$ cat config.mk
export PLATFORM = sky130hd
export DESIGN_NAME = mppt_po_controller
export DESIGN_NICKNAME = d
export VERILOG_FILES = /design/src/rtl/mppt_po_controller.sv
export SDC_FILE = /design/constraint.sdc
export NUM_CORES = 1
export LEC_CHECK = 0
export ABC_AREA = 1
export CAP_MARGIN = 30
export CORE_MARGIN = 2
export CORE_UTILIZATION = 60
export DETAILED_ROUTE_END_ITERATION = 6
export PLACE_DENSITY = 0.8
export SETUP_SLACK_MARGIN = 0.02
export SYNTH_ARGS = -nofsm -noshare
export SYNTH_HDL_FRONTEND = slang
export SYNTH_SLANG_ARGS = --single-unit
export TNS_END_PERCENT = 20
$ cat constraint.sdc
create_clock -name clk -period 5.6 [get_ports clk]
set_clock_uncertainty 0.15 [all_clocks]
set_input_delay 1.4 -clock clk [delete_from_list [all_inputs] [get_ports clk]]
set_output_delay 1.4 -clock clk [all_outputs]
set_load 0.02 [all_outputs]
$ cat src/rtl/mppt_po_controller.sv
// Perturb-and-observe MPPT controller: samples V then I over a req/valid handshake,
// forms P = V*I and steps the PWM duty toward maximum power. Define MPPT_OVP_EN for over-voltage backoff.
module mppt_po_controller #(
  parameter int SETTLE_CYCLES = 64,
  parameter int STEP          = 4,
  parameter int DUTY_MIN      = 16,
  parameter int DUTY_MAX      = 240,
  parameter int DUTY_INIT     = 128,
  parameter int TIMEOUT       = 255,
  parameter int OV_LIMIT      = 230
) (
  input  logic        clk,
  input  logic        rst_n,
  input  logic        en,
  input  logic [7:0]  sample_data,
  input  logic        sample_valid,
  output logic        sample_req,
  output logic        sample_sel,
  output logic [7:0]  duty,
  output logic        duty_upd,
  output logic        dir,
  output logic [15:0] power,
  output logic        fault,
  output logic        ovp
);

  typedef enum logic [2:0] {
    IDLE   = 3'd0,
    SETTLE = 3'd1,
    REQ_V  = 3'd2,
    REQ_I  = 3'd3,
    CALC   = 3'd4,
    DECIDE = 3'd5
  } state_t;

  localparam logic [15:0] SETTLE_LOAD = 16'(SETTLE_CYCLES - 1);
  localparam logic [15:0] TO_LAST     = 16'(TIMEOUT - 1);
  localparam logic [9:0]  STEP_1X     = 10'(STEP);
  localparam logic [9:0]  STEP_2X     = 10'(2 * STEP);
  localparam logic [9:0]  DMIN_10     = 10'(DUTY_MIN);
  localparam logic [9:0]  DMAX_10     = 10'(DUTY_MAX);
  localparam logic [7:0]  DMIN_8      = 8'(DUTY_MIN);
  localparam logic [7:0]  DMAX_8      = 8'(DUTY_MAX);
  localparam logic [7:0]  DUTY_RST    = 8'(DUTY_INIT);
`ifdef MPPT_OVP_EN
  localparam logic [7:0]  OV_LIM_8    = 8'(OV_LIMIT);
`endif

  state_t      state_r, state_nxt;
  logic [15:0] cnt_r, cnt_nxt;
  logic [7:0]  v_r, v_nxt, i_r, i_nxt, duty_r, duty_nxt;
  logic [15:0] power_r, power_nxt, prev_r, prev_nxt;
  logic        v_got_r, v_got_nxt, dir_r, dir_nxt, req_r, req_nxt, sel_r, sel_nxt;
  logic        upd_r, upd_nxt, fault_r, fault_nxt, ovp_r, ovp_nxt;

  logic        accept_s, waiting_s, timeout_s;
  logic        move_up_s, at_max_s, at_min_s;
  logic [9:0]  amt_s, up_sum_s;
  logic [7:0]  step_duty_s;

  assign sample_req = req_r;
  assign sample_sel = sel_r;
  assign duty       = duty_r;
  assign duty_upd   = upd_r;
  assign dir        = dir_r;
  assign power      = power_r;
  assign fault      = fault_r;
  assign ovp        = ovp_r;

  // Handshake qualification: a valid only counts while a request is outstanding
  always_comb begin
    accept_s  = sample_valid & req_r;
    waiting_s = ((state_r == REQ_V) & ~v_got_r) | (state_r == REQ_I);
    timeout_s = waiting_s & ~accept_s & (cnt_r == TO_LAST);
  end

  // State register
  always_ff @(posedge clk or negedge rst_n) begin
    if (!rst_n) begin
      state_r <= IDLE;
    end else begin
      state_r <= state_nxt;
    end
  end

  // Next-state logic; dropping en aborts from any active state
  always_comb begin
    state_nxt = state_r;
    case (state_r)
      IDLE: begin
        if (en && !fault_r) state_nxt = SETTLE;
        else                state_nxt = IDLE;
      end
      SETTLE: begin
        if (!en)                   state_nxt = IDLE;
        else if (cnt_r == 16'd0)   state_nxt = REQ_V;
        else                       state_nxt = SETTLE;
      end
      REQ_V: begin
        if (!en)            state_nxt = IDLE;
        else if (v_got_r)   state_nxt = ovp_r ? DECIDE : REQ_I;
        else if (timeout_s) state_nxt = IDLE;
        else                state_nxt = REQ_V;
      end
      REQ_I: begin
        if (!en)            state_nxt = IDLE;
        else if (accept_s)  state_nxt = CALC;
        else if (timeout_s) state_nxt = IDLE;
        else                state_nxt = REQ_I;
      end
      CALC: begin
        if (!en) state_nxt = IDLE;
        else     state_nxt = DECIDE;
      end
      DECIDE: begin
        if (en) state_nxt = SETTLE;
        else    state_nxt = IDLE;
      end
      default: state_nxt = IDLE;
    endcase
  end

  // Perturbation step: pick direction from the power trend, then saturate into the duty window
  always_comb begin
    amt_s       = ovp_r ? STEP_2X : STEP_1X;
    move_up_s   = ovp_r ? 1'b0 : ((power_r < prev_r) ? ~dir_r : dir_r);
    up_sum_s    = {2'b00, duty_r} + amt_s;
    at_max_s    = 1'b0;
    at_min_s    = 1'b0;
    step_duty_s = duty_r;
    if (move_up_s) begin
      if (up_sum_s >= DMAX_10) begin
        step_duty_s = DMAX_8;
        at_max_s    = 1'b1;
      end else begin
        step_duty_s = up_sum_s[7:0];
      end
    end else begin
      if ({2'b00, duty_r} <= (DMIN_10 + amt_s)) begin
        step_duty_s = DMIN_8;
        at_min_s    = 1'b1;
      end else begin
        step_duty_s = duty_r - amt_s[7:0];
      end
    end
  end

  // Output and datapath next values; outputs are registered from these
  always_comb begin
    cnt_nxt   = cnt_r;
    v_nxt     = v_r;
    i_nxt     = i_r;
    duty_nxt  = duty_r;
    power_nxt = power_r;
    prev_nxt  = prev_r;
    dir_nxt   = dir_r;
    fault_nxt = fault_r;
    ovp_nxt   = ovp_r;
    upd_nxt   = 1'b0;
    v_got_nxt = (state_r == REQ_V) & (state_nxt == REQ_V) & accept_s;

    // Counter doubles as settle down-counter and per-request wait counter
    if (state_nxt != state_r) begin
      cnt_nxt = (state_nxt == SETTLE) ? SETTLE_LOAD : 16'd0;
    end else if (state_r == SETTLE) begin
      cnt_nxt = cnt_r - 16'd1;
    end else if (waiting_s) begin
      cnt_nxt = cnt_r + 16'd1;
    end else begin
      cnt_nxt = cnt_r;
    end

    if ((state_r == REQ_V) && accept_s && en) begin
      v_nxt = sample_data;
`ifdef MPPT_OVP_EN
      ovp_nxt = (sample_data > OV_LIM_8);
`else
      ovp_nxt = 1'b0;
`endif
    end else begin
      v_nxt = v_r;
    end

    if ((state_r == REQ_I) && accept_s && en) begin
      i_nxt = sample_data;
    end else begin
      i_nxt = i_r;
    end

    if ((state_r == CALC) && en) begin
      power_nxt = 16'(v_r) * 16'(i_r);
    end else begin
      power_nxt = power_r;
    end

    if (state_r == DECIDE) begin
      duty_nxt = step_duty_s;
      upd_nxt  = 1'b1;
      if (ovp_r) begin
        dir_nxt = 1'b0;
      end else begin
        prev_nxt = power_r;
        if (at_max_s)      dir_nxt = 1'b0;
        else if (at_min_s) dir_nxt = 1'b1;
        else               dir_nxt = move_up_s;
      end
    end else begin
      upd_nxt = 1'b0;
    end

    if (timeout_s && en) begin
      fault_nxt = 1'b1;
    end else if ((state_r == IDLE) && !en) begin
      fault_nxt = 1'b0;
    end else begin
      fault_nxt = fault_r;
    end

    req_nxt = ((state_nxt == REQ_V) & ~v_got_nxt) | (state_nxt == REQ_I);
    sel_nxt = (state_nxt == REQ_I);
  end

  // Datapath and registered outputs
  always_ff @(posedge clk or negedge rst_n) begin
    if (!rst_n) begin
      cnt_r   <= 16'd0;
      v_r     <= 8'd0;
      i_r     <= 8'd0;
      duty_r  <= DUTY_RST;
      power_r <= 16'd0;
      prev_r  <= 16'd0;
      v_got_r <= 1'b0;
      dir_r   <= 1'b1;
      req_r   <= 1'b0;
      sel_r   <= 1'b0;
      upd_r   <= 1'b0;
      fault_r <= 1'b0;
      ovp_r   <= 1'b0;
    end else begin
      cnt_r   <= cnt_nxt;
      v_r     <= v_nxt;
      i_r     <= i_nxt;
      duty_r  <= duty_nxt;
      power_r <= power_nxt;
      prev_r  <= prev_nxt;
      v_got_r <= v_got_nxt;
      dir_r   <= dir_nxt;
      req_r   <= req_nxt;
      sel_r   <= sel_nxt;
      upd_r   <= upd_nxt;
      fault_r <= fault_nxt;
      ovp_r   <= ovp_nxt;
    end
  end

endmodule

==> results of run 1 <==
[metrics by stage]
stage | power (mW) | hold WS [ns]
finish | 1.70 | 0.345
global placement | 1.31 | 0.321
detailed placement | 1.32 | 0.343
CTS | 1.70 | 0.360
global route | 1.83 | 0.383
floorplan | 1.18 | 0.303
[registers in the layout, summed over array words and instances (netlist names)]
name,flops
i_r,8
prev_r,16
v_got_r,1
cnt_r,16
duty_upd,1
state_r,3
power,16
sample_req,1
sample_sel,1
v_r,8
duty,6
fault,1
dir,1
[power breakdown]
group          internal [mW]  switching [mW]
registers              0.629          0.0729
clock network          0.159           0.213
logic                  0.240           0.384
[layout make-up]
cell class | instances | area, um^2 | share of cell area, %
Multi-Input combinational cell | 627 | 4050 | 54.7
Sequential cell | 79 | 1980 | 26.8
Inverter | 162 | 608 | 8.22
Timing Repair Buffer | 42 | 428 | 5.79
Tap cell | 140 | 175 | 2.37
Clock buffer | 12 | 135 | 1.83
Clock inverter | 4 | 22.5 | 0.305
[worst reg2reg max path, stage by stage (launching register included)]
cell and delay (ns):
dfrtp_1 0.48, nand2_1 0.11, inv_1 0.06, fa_1 0.47, fa_1 0.55, inv_1 0.05, fa_1 0.46, fa_1 0.55
inv_1 0.05, ha_1 0.34, a21oi_1 0.14, nand2_1 0.10, nand2_1 0.09, nand2_1 0.06, a21oi_1 0.18, o21ai_0 0.16
a21oi_1 0.20, nand2_1 0.07, nand3_1 0.08, nand2_1 0.06
[worst paths after layout]
| kind | slack, ns | start | cells past startpoint | to |
|---|---|---|---|---|
| worst min-delay path | 0.35 | prev_r[0] | 2 | prev_r[0] |
| worst max register to register | 1.11 | i_r[4] | 19 | power[13] |
| min in group asynchronous | 0.71 | rst_n | 1 | cnt_r[3] |
| max in group asynchronous | 3.97 | rst_n | 2 | duty[7] |
| worst min register to register | 0.35 | prev_r[0] | 2 | prev_r[0] |
| worst max-delay path | 1.11 | i_r[4] | 19 | power[13] |
[per-layer routing]
layer / up-vias / track usage, %
li1: 2854 / -
met1: 2561 / 34.2
met2: 119 / 40.4
met3: 26 / 5.47
met4: 0 / 8.32
met5: - / 0
[cells by family (layout without fill, tap and decap cells)]
| group | Yosys count | after routing |
|---|---|---|
| simple gates | 367 | 367 |
| buf+inv | 190 | 220 |
| compound gates | 127 | 127 |
| fa+ha+maj | 105 | 105 |
| flops | 79 | 79 |
| xor+xnor | 25 | 25 |
| other cells | 1 | 3 |
[cells in the final DEF (no fill, tap or decap), types with 13 or more instances in the layout]
cell type        Yosys  layout
inv_1              156     156
xor2_1              16      16
dfrtp_1             77      77
o21ai_0             67      67
nand4_1             13      13
ha_1                68      68
nor2_1              37      37
a21oi_1             38      38
fa_1                37      37
clkdlybuf4s50_1      0      37
nand3_1             35      35
nand2_1            257     257
==> results.md, run 1 <==
* Initial DRC count at roughly 360
* Yosys reg bits at 79
* Placer Congestion at about 0.93
* Vias post-DR at ~5600
* Design area at 0.00739 mm^2
* Worst slack, placed at about 1.1 ns
* Worst vdd ir at 0.000241 V
* Compound-Gate Fraction of Synth Area at 10.2%
* Final hold violation count at 0
* Most frequent cell after synthesis: nand2_1
* Util after Layout at between 60% and 70%
* Status: completed
* Area of the die at between 0.01 and 0.015 mm^2
* Number of I/O pins at 42
* Fmax achieved at 223 MHz
* Largest area contributor in the netlist: dfrtp_1
* WP data arrival at ~4.6 ns
* Synthesized-area fraction occupied by adder cells at 23.6%
* Met2 wire length at slightly above 6000 um
* Mapped cell area at between 0.006 and 0.007 mm^2
* Worst-margin pin slew at 0.580 ns
* Simple-gate share of the synthesized area at between 20% and 30%
* DR WL/cell at roughly 13 um
* CTS root buffer: clkbuf_8
* Post-route DRC violation count at 0
* Fin crit period at about 4.5 ns
* Max-Cap Viols at 0
* Row cnt at 38
* First-pass GRT wire length at between 20000 and 25000 um
* TritonCTS Buffers at 9
* CP peak stage delay at ~0.55 ns
* M1 WL at around 6700 um
* Setup ws final at 1.11 ns
* Worst skew pair latency at 0.38 ns
* CP endpoint kind: register
* Setup Fix Bufs, Post-CTS at 0
* Xor and xnor area share after synthesis at between 3 and 4%
* Port Buffers at 38
* # fillers at 919
* Netlist cell types at 37
* Synth area leaders: dfrtp_1, nand2_1, ha_1, fa_1, inv_1
* Total congestion overflow at 0
* Routed WL at roughly 14000 um
* Post-DP HPWL at between 10000 and 15000 um
* Mux cell area share after synthesis at 0%
* Min-delay worst type: reg -> reg
* H-tree Lvls at 3
* # hold bufs at CTS at 0
* Worst slew margin at around 61%
* Syn Inst Count at 894
* Placed instance area at 0.00721 mm^2
* Leakage power at 4.17 nW
* Largest net degree at the start of global routing at 80
* Setup crit start kind: register
* Final Non-Filler Cells at approximately 1100
* Buf+Inv Stages, Crit Path at 3
* Placed cells at around 1000
* Clock slew at reported path FFs at 0.08 ns
* Crit-path slowest cell: fa_1
* Sum Neg Setup Slack at 0 ns
* Main combinational cell family by area after synthesis: adder cells
* Ys Warns at 0
* CTS Sinks at just under 80
* Initial Utilization at around 62%
* Initial antenna violation count at 0
* Post-synthesis sequential area ratio at between 20 and 30%
* Type of the worst setup path: reg -> reg
* TritonRoute pass-1 iters at 5
* Antenna Cells at 0
* Core ar. at roughly 0.011 mm^2
* Avg Cell Area, Syn at about 7.5 um^2
* EDFF count, synth at 0
* # resized after CTS at 0
* Share of cells above drive strength 1 at about 4.2%
* Vias in the first global route at around 5300
* Total Routing Usage GR at 25.3%
* CTS Buffer Depth at 2
* Dominant synthesized flop cell: dfrtp_1
* CP cell instances: nand2_1 -> inv_1 -> fa_1 -> fa_1 -> inv_1 -> fa_1 -> fa_1 -> inv_1 -> ha_1 -> a21oi_1 -> nand2_1 -> nand2_1 -> nand2_1 -> a21oi_1 -> o21ai_0 -> a21oi_1 -> nand2_1 -> nand3_1 -> nand2_1
* Synth top area share at about 29%
* Layout area overhead at 9.63%
* PwrDens at roughly 230 mW/mm^2
* Cell family with most CP delay: adder cells
* Post-synth ARST share at between 90% and 100%
* Final period util at ~80%
* RSZ-0062 raised after global routing: no
* Met3 WL post-DR at ~550 um
* Final nets at around 1000
* Highest metal used: met4
* Worst EP required at 5.72 ns
* Most used cell, CP: nand2_1
* Synth cell count leaders: nand2_1, inv_1, dfrtp_1
* Final-report setup violation count at 0
* Die span in y at between 100 and 150 um
* Die width at 110 um
* Max Slew Vio Count at 0
* Critical path peak fanout at 9
* Drt via density at roughly 5.2
* Antenna Nets Post-Route at 0
* CTS tree: built
(Power assumes the default switching activity.)
==> run 2: changes to the inputs <==
==> constraint.sdc (replaced) <==
create_clock -name clk -period 4.3 [get_ports clk]
set_clock_uncertainty 0.15 [all_clocks]
set_input_delay 1.075 -clock clk [delete_from_list [all_inputs] [get_ports clk]]
set_output_delay 1.075 -clock clk [all_outputs]
set_load 0.02 [all_outputs]
==> results.md, run 2 (same netlist as run 1, synthesis figures left out) <==
* RSZ-0062 raised after global routing: yes
* Total congestion overflow at 0
* Worst-margin pin slew at between 0.5 and 0.6 ns
* Final nets at 1062
* CTS Sinks at 79
* Die width at 110 um
* Worst skew pair latency at approximately 0.38 ns
* Share of cells above drive strength 1 at about a tenth
* Sw Pwr at approximately 0.90 mW
* Int Pwr at approximately 1.4 mW
* Most frequent cells in the layout: nand2_1, inv_1, dfrtp_1, o21ai_0, ha_1
* Status: completed
* Final-report setup violation count at 0
* Worst EP required at between 4 and 5 ns
* Number of I/O pins at 42
* Logic gate share of total power at 36.0%
* Buf+Inv Stages, Crit Path at 4
* PwrDens at 297 mW/mm^2
* Placed cells at around 1100
* Multi-input gate area at between 0.004 and 0.005 mm^2
* Initial Utilization at 61.9%
* CTS Buffer Depth at 2
* Worst slack, placed at -0.0497 ns
* Final period util at between 90% and 100%
* Setup ws final at between 0.15 and 0.2 ns
* Clock slew at reported path FFs at 0.08 ns
* Total Routing Usage GR at between 20% and 30%
* Worst vdd ir at about 0.00026 V
* Cell family with most CP delay: adder cells
* CP cell instances: nand2_1 -> inv_1 -> fa_2 -> fa_1 -> inv_1 -> fa_1 -> fa_1 -> inv_1 -> ha_4 -> a21oi_1 -> nand2_1 -> nand2_1 -> nand2_1 -> a21oi_2 -> o21ai_2 -> buf_4 -> xnor2_1 -> o21ai_0
* WP data arrival at about 4.3 ns
* Die span in y at roughly 110 um
* Min-delay worst type: reg -> reg
* Row cnt at 38
* CP endpoint kind: register
* Critical path peak fanout at 6
* Post-DP HPWL at 10600 um
* Commonest non-fill, non-tap cell in the layout: nand2_1
* CTS root buffer: clkbuf_8
* Vias in the first global route at 5313
* Core ar. at 0.0109 mm^2
* Post-route DRC violation count at 0
* Placer Congestion at 0.915
* Max Slew Vio Count at 0
* Sequential power share at between 30% and 40%
* Fin crit period at roughly 4.1 ns
* Crit-path slowest cell: fa_1
* Antenna Cells at 0
* Final Non-Filler Cells at approximately 1100
* Type of the worst setup path: reg -> reg
* Initial antenna violation count at 0
* Port Buffers at 38
* H-tree Lvls at 3
* Max-Cap Viols at 0
* Area of the die at 0.0121 mm^2
* # hold bufs at CTS at 0
* Initial DRC count at between 300 and 400
* Sw Share at 39.1%
* TritonCTS Buffers at 9
* Leakage power at around 4.3 nW
* Final hold violation count at 0
* Placed instance area at around 0.0074 mm^2
* Most used cell, CP: nand2_1
* FF/Latch Area at between 0.0015 and 0.002 mm^2
* CP peak stage delay at approximately 0.55 ns
* Vias post-DR at between 5000 and 6000
* TritonRoute pass-1 iters at 5
* Clk network pwr share at 24.1%
* Largest net degree at the start of global routing at 80
* # fillers at 889
* CTS tree: built
* Design area at 0.00771 mm^2
* Worst slew margin at between 60% and 70%
* Layout area overhead at 14.4%
* First-pass GRT wire length at 24100 um
* Antenna Nets Post-Route at 0
* Drt via density at 5.32
* Fmax achieved at between 200 and 250 MHz
* Setup crit start kind: register
* Routed WL at 14100 um
* DR WL/cell at 12.9 um
==> run 2: timing repair <==
item                       CTS  global route
setup buffers                0             4
pin swaps                    1            16
setup endpoints to repair    3             7
cloned                       0             0
resized for setup            4            25
==> run 2: power groups by stage <==
stage / clock network (mW) / registers, mW / logic [mW]
2_1_floorplan: 0 / 0.894 / 0.646
3_3_place_gp: 0 / 0.923 / 0.795
3_5_place_dp: 0 / 0.922 / 0.805
4_1_cts: 0.561 / 0.910 / 0.811
5_1_grt: 0.584 / 0.924 / 0.934
6_report: 0.551 / 0.914 / 0.823
==> run 2: layout make-up <==
| class | count | area share (%) |
|---|---|---|
| multi-input cells | 627 | 53.8 |
| flip-flops and latches | 79 | 25.8 |
| repair buffers | 66 | 7.88 |
| inverters | 162 | 7.88 |
| well taps | 140 | 2.27 |
| clock buffers | 13 | 2.19 |
| clock inverters | 3 | 0.227 |
==> run 2: routing by layer <==
metal / part of all wire, % / routed length, um / track usage (%) / vias up
met1: 48 / 6720 / 34.8 / 2730
met2: 46 / 6490 / 41.3 / 145
met5: 0 / 0 / 0 / -
met4: 1.9 / 264 / 6.96 / 0
li1: - / - / - / 2895
met3: 4.4 / 623 / 3.59 / 27
==> run 2: stage by stage <==
stage | utilization, % | hold WS [ns] | power [mW] | setup TNS, ns
3_5_place_dp | 67.7 | 0.338 | 1.73 | -0.0998
4_1_cts | 69.5 | 0.357 | 2.28 | 0
6_report | 70.8 | 0.350 | 2.29 | 0
5_1_grt | 70.8 | 0.404 | 2.44 | -0.168
3_3_place_gp | 67.7 | 0.322 | 1.72 | 0
2_1_floorplan | - | 0.303 | 1.54 | 0
==> run 2: tightest hold or removal path, cell delays in order (launching register included) <==
cell and delay [ns]:
dfrtp_1 0.35, nand2_1 0.05, o21ai_0 0.07
==> run 2: final timing paths <==
kind                       startpoint   endpoint  slack (ns)  cells past startpoint
setup / recovery               i_r[4]  power[11]        0.15                     18
hold / removal              prev_r[0]  prev_r[0]        0.35                      2
setup reg to reg               i_r[4]  power[11]        0.15                     18
hold reg to reg             prev_r[0]  prev_r[0]        0.35                      2
max in group asynchronous       rst_n    duty[7]        2.93                      2
min in group asynchronous       rst_n     i_r[5]        0.44                      1
==> run 3: changes to the inputs <==
--- a/config.mk
+++ b/config.mk
@@ -12,6 +12,7 @@
 export DETAILED_ROUTE_END_ITERATION = 6
 export PLACE_DENSITY = 0.8
 export SETUP_SLACK_MARGIN = 0.02
+export SKIP_LAST_GASP = 1
 export SYNTH_ARGS = -nofsm -noshare
 export SYNTH_HDL_FRONTEND = slang
 export SYNTH_SLANG_ARGS = --single-unit
==> results.md, run 3 (same netlist as run 1, synthesis figures left out) <==
* Final-report setup violation count at 0
* CP cell instances: buf_4 -> nand2_1 -> inv_1 -> fa_1 -> fa_1 -> fa_1 -> fa_1 -> ha_1 -> a21oi_2 -> o21ai_0 -> nand2_1 -> nand4_1 -> or2_2 -> nand3_1 -> nand2_1
* Die width at 110 um
* Setup crit start kind: register
* Highest metal used: met4
* Port Buffers at 38
* Design area at a little under 0.008 mm^2
* Hold worst-path end: prev_r[0]
* Sum Neg Setup Slack at 0 ns
* Worst-margin pin slew at ~0.55 ns
* WP data arrival at between 4 and 5 ns
* Number of I/O pins at 42
* Most frequent cells in the layout: nand2_1, inv_1, dfrtp_1, o21ai_0, ha_1
* Worst vdd ir at between 0.0002 and 0.0003 V
* Multi-input gate area at ~0.0042 mm^2
* Core ar. at 0.0109 mm^2
* Initial DRC count at about 400
* Vias in the first global route at about 5300
* Largest net degree at the start of global routing at 80
* Row cnt at 38
* Met3 WL post-DR at between 600 and 700 um
* CTS tree: built
* CTS Buffer Depth at 2
* Initial antenna violation count at 0
* Post-DP HPWL at around 11000 um
* First-pass GRT wire length at around 24000 um
* TritonCTS Buffers at 9
* Reg2reg start: i_r[3]
* Share of cells above drive strength 1 at about a tenth
* Buf+Inv Stages, Crit Path at 2
* Total Routing Usage GR at 25.1%
* Hold path start: prev_r[0]
* FF/Latch Area at around 0.0020 mm^2
* CP endpoint kind: register
* Reg2reg path depth at 15
* Vias post-DR at 5771
* Total congestion overflow at 0
* Worst slew margin at between 60% and 70%
* Antenna Cells at 0
* CTS Sinks at 79
* Cell family with most CP delay: adder cells
* Drt via density at about 5.3
* Antenna Nets Post-Route at 0
* Max-Cap Viols at 0
* Worst skew pair latency at 0.38 ns
* Fmax achieved at 241 MHz
* Final period util at between 90% and 100%
* TritonRoute pass-1 iters at 6
* Fin crit period at approximately 4.2 ns
* Type of the worst setup path: reg -> reg
* Area of the die at between 0.01 and 0.015 mm^2
* CP peak stage delay at about 0.52 ns
* Met2 wire length at 6570 um
* Leakage power at around 4.3 nW
* Final nets at approximately 1100
* M1 WL at roughly 6700 um
* Status: completed
* CTS root buffer: clkbuf_8
* Placer Congestion at around 0.9
* Most used cell, CP: fa_1
* Commonest non-fill, non-tap cell in the layout: nand2_1
* FF-to-FF End: power[15]
* Reg2Reg Setup Slack at 0.14 ns
* Routed WL at approximately 14000 um
* Clock slew at reported path FFs at 0.09 ns
* Worst hold stages at 2
* Crit-path slowest cell: fa_1
* Die span in y at approximately 110 um
* Critical path peak fanout at 7
* DR WL/cell at 13.0 um
* Layout area overhead at 14.6%
* Placed instance area at ~0.0074 mm^2
* Hold slack at roughly 0.35 ns
* PwrDens at around 300 mW/mm^2
* # fillers at between 800 and 900
* H-tree Lvls at 3
* Min-delay worst type: reg -> reg
* Post-route DRC violation count at 0
* Max Slew Vio Count at 0
* Final hold violation count at 0
* Worst EP required at 4.42 ns
* Initial Utilization at roughly 62%
run 3: changes by cell type in the layout (fill, tap and decap cells not counted):
cell	before	now
ha_2	2	1
a21oi_1	32	31
a21oi_2	4	5
ha_4	3	4
run 3: worst min-delay path, cell delays in order (launching register included):
cell,delay [ns]
dfrtp_1,0.35
nand2_1,0.05
o21ai_0,0.07
run 3: what timing repair did:
action                     in CTS  in global routing
resized for setup               3                 28
gates cloned                    0                  0
setup endpoints to repair       3                  7
hold buffers                    0                  0
setup buffers                   0                  4
pin swaps                       1                 26
run 3: layer usage:
layer	GRT usage [%]	up-vias
met5	0	-
met3	3.59	25
met2	41.3	129
li1	-	2894
met4	6.96	0
met1	34.8	2723
run 3: cell type report:
cell class	count	share of cell area (%)
multi-input cells	627	53.8
flip-flops and latches	79	25.7
repair buffers	66	7.87
inverters	162	7.87
well taps	140	2.27
clock buffers	13	2.19
clock inverters	3	0.227
run 3: worst max-delay path by stage:
stage	start	endpoint	depth (start not counted)
floorplan	i_r[4]	power[13]	20
global placement	v_r[2]	power[13]	19
detailed placement	v_r[2]	power[13]	19
CTS	i_r[4]	power[12]	18
global route	i_r[3]	power[15]	15
finish	i_r[3]	power[15]	15
run 3: where the power goes:
group	switching (mW)	leakage, nW	internal (mW)	total, mW
sequential	0.0951	1.06	0.819	0.914
clock	0.297	0.0954	0.256	0.553
combinational	0.506	3.13	0.318	0.824
run 3: metrics by stage:
stage          std cells  worst slack [ns]  util (%)  power [mW]
2_1_floorplan        896            0.0729         -        1.54
6_report            1090             0.145      71.0        2.29
3_3_place_gp        1069            0.0728      67.7        1.72
5_1_grt             1090           -0.0406      71.0        2.44
4_1_cts             1085          -0.00623      69.4        2.28
3_5_place_dp        1069           -0.0497      67.7        1.73
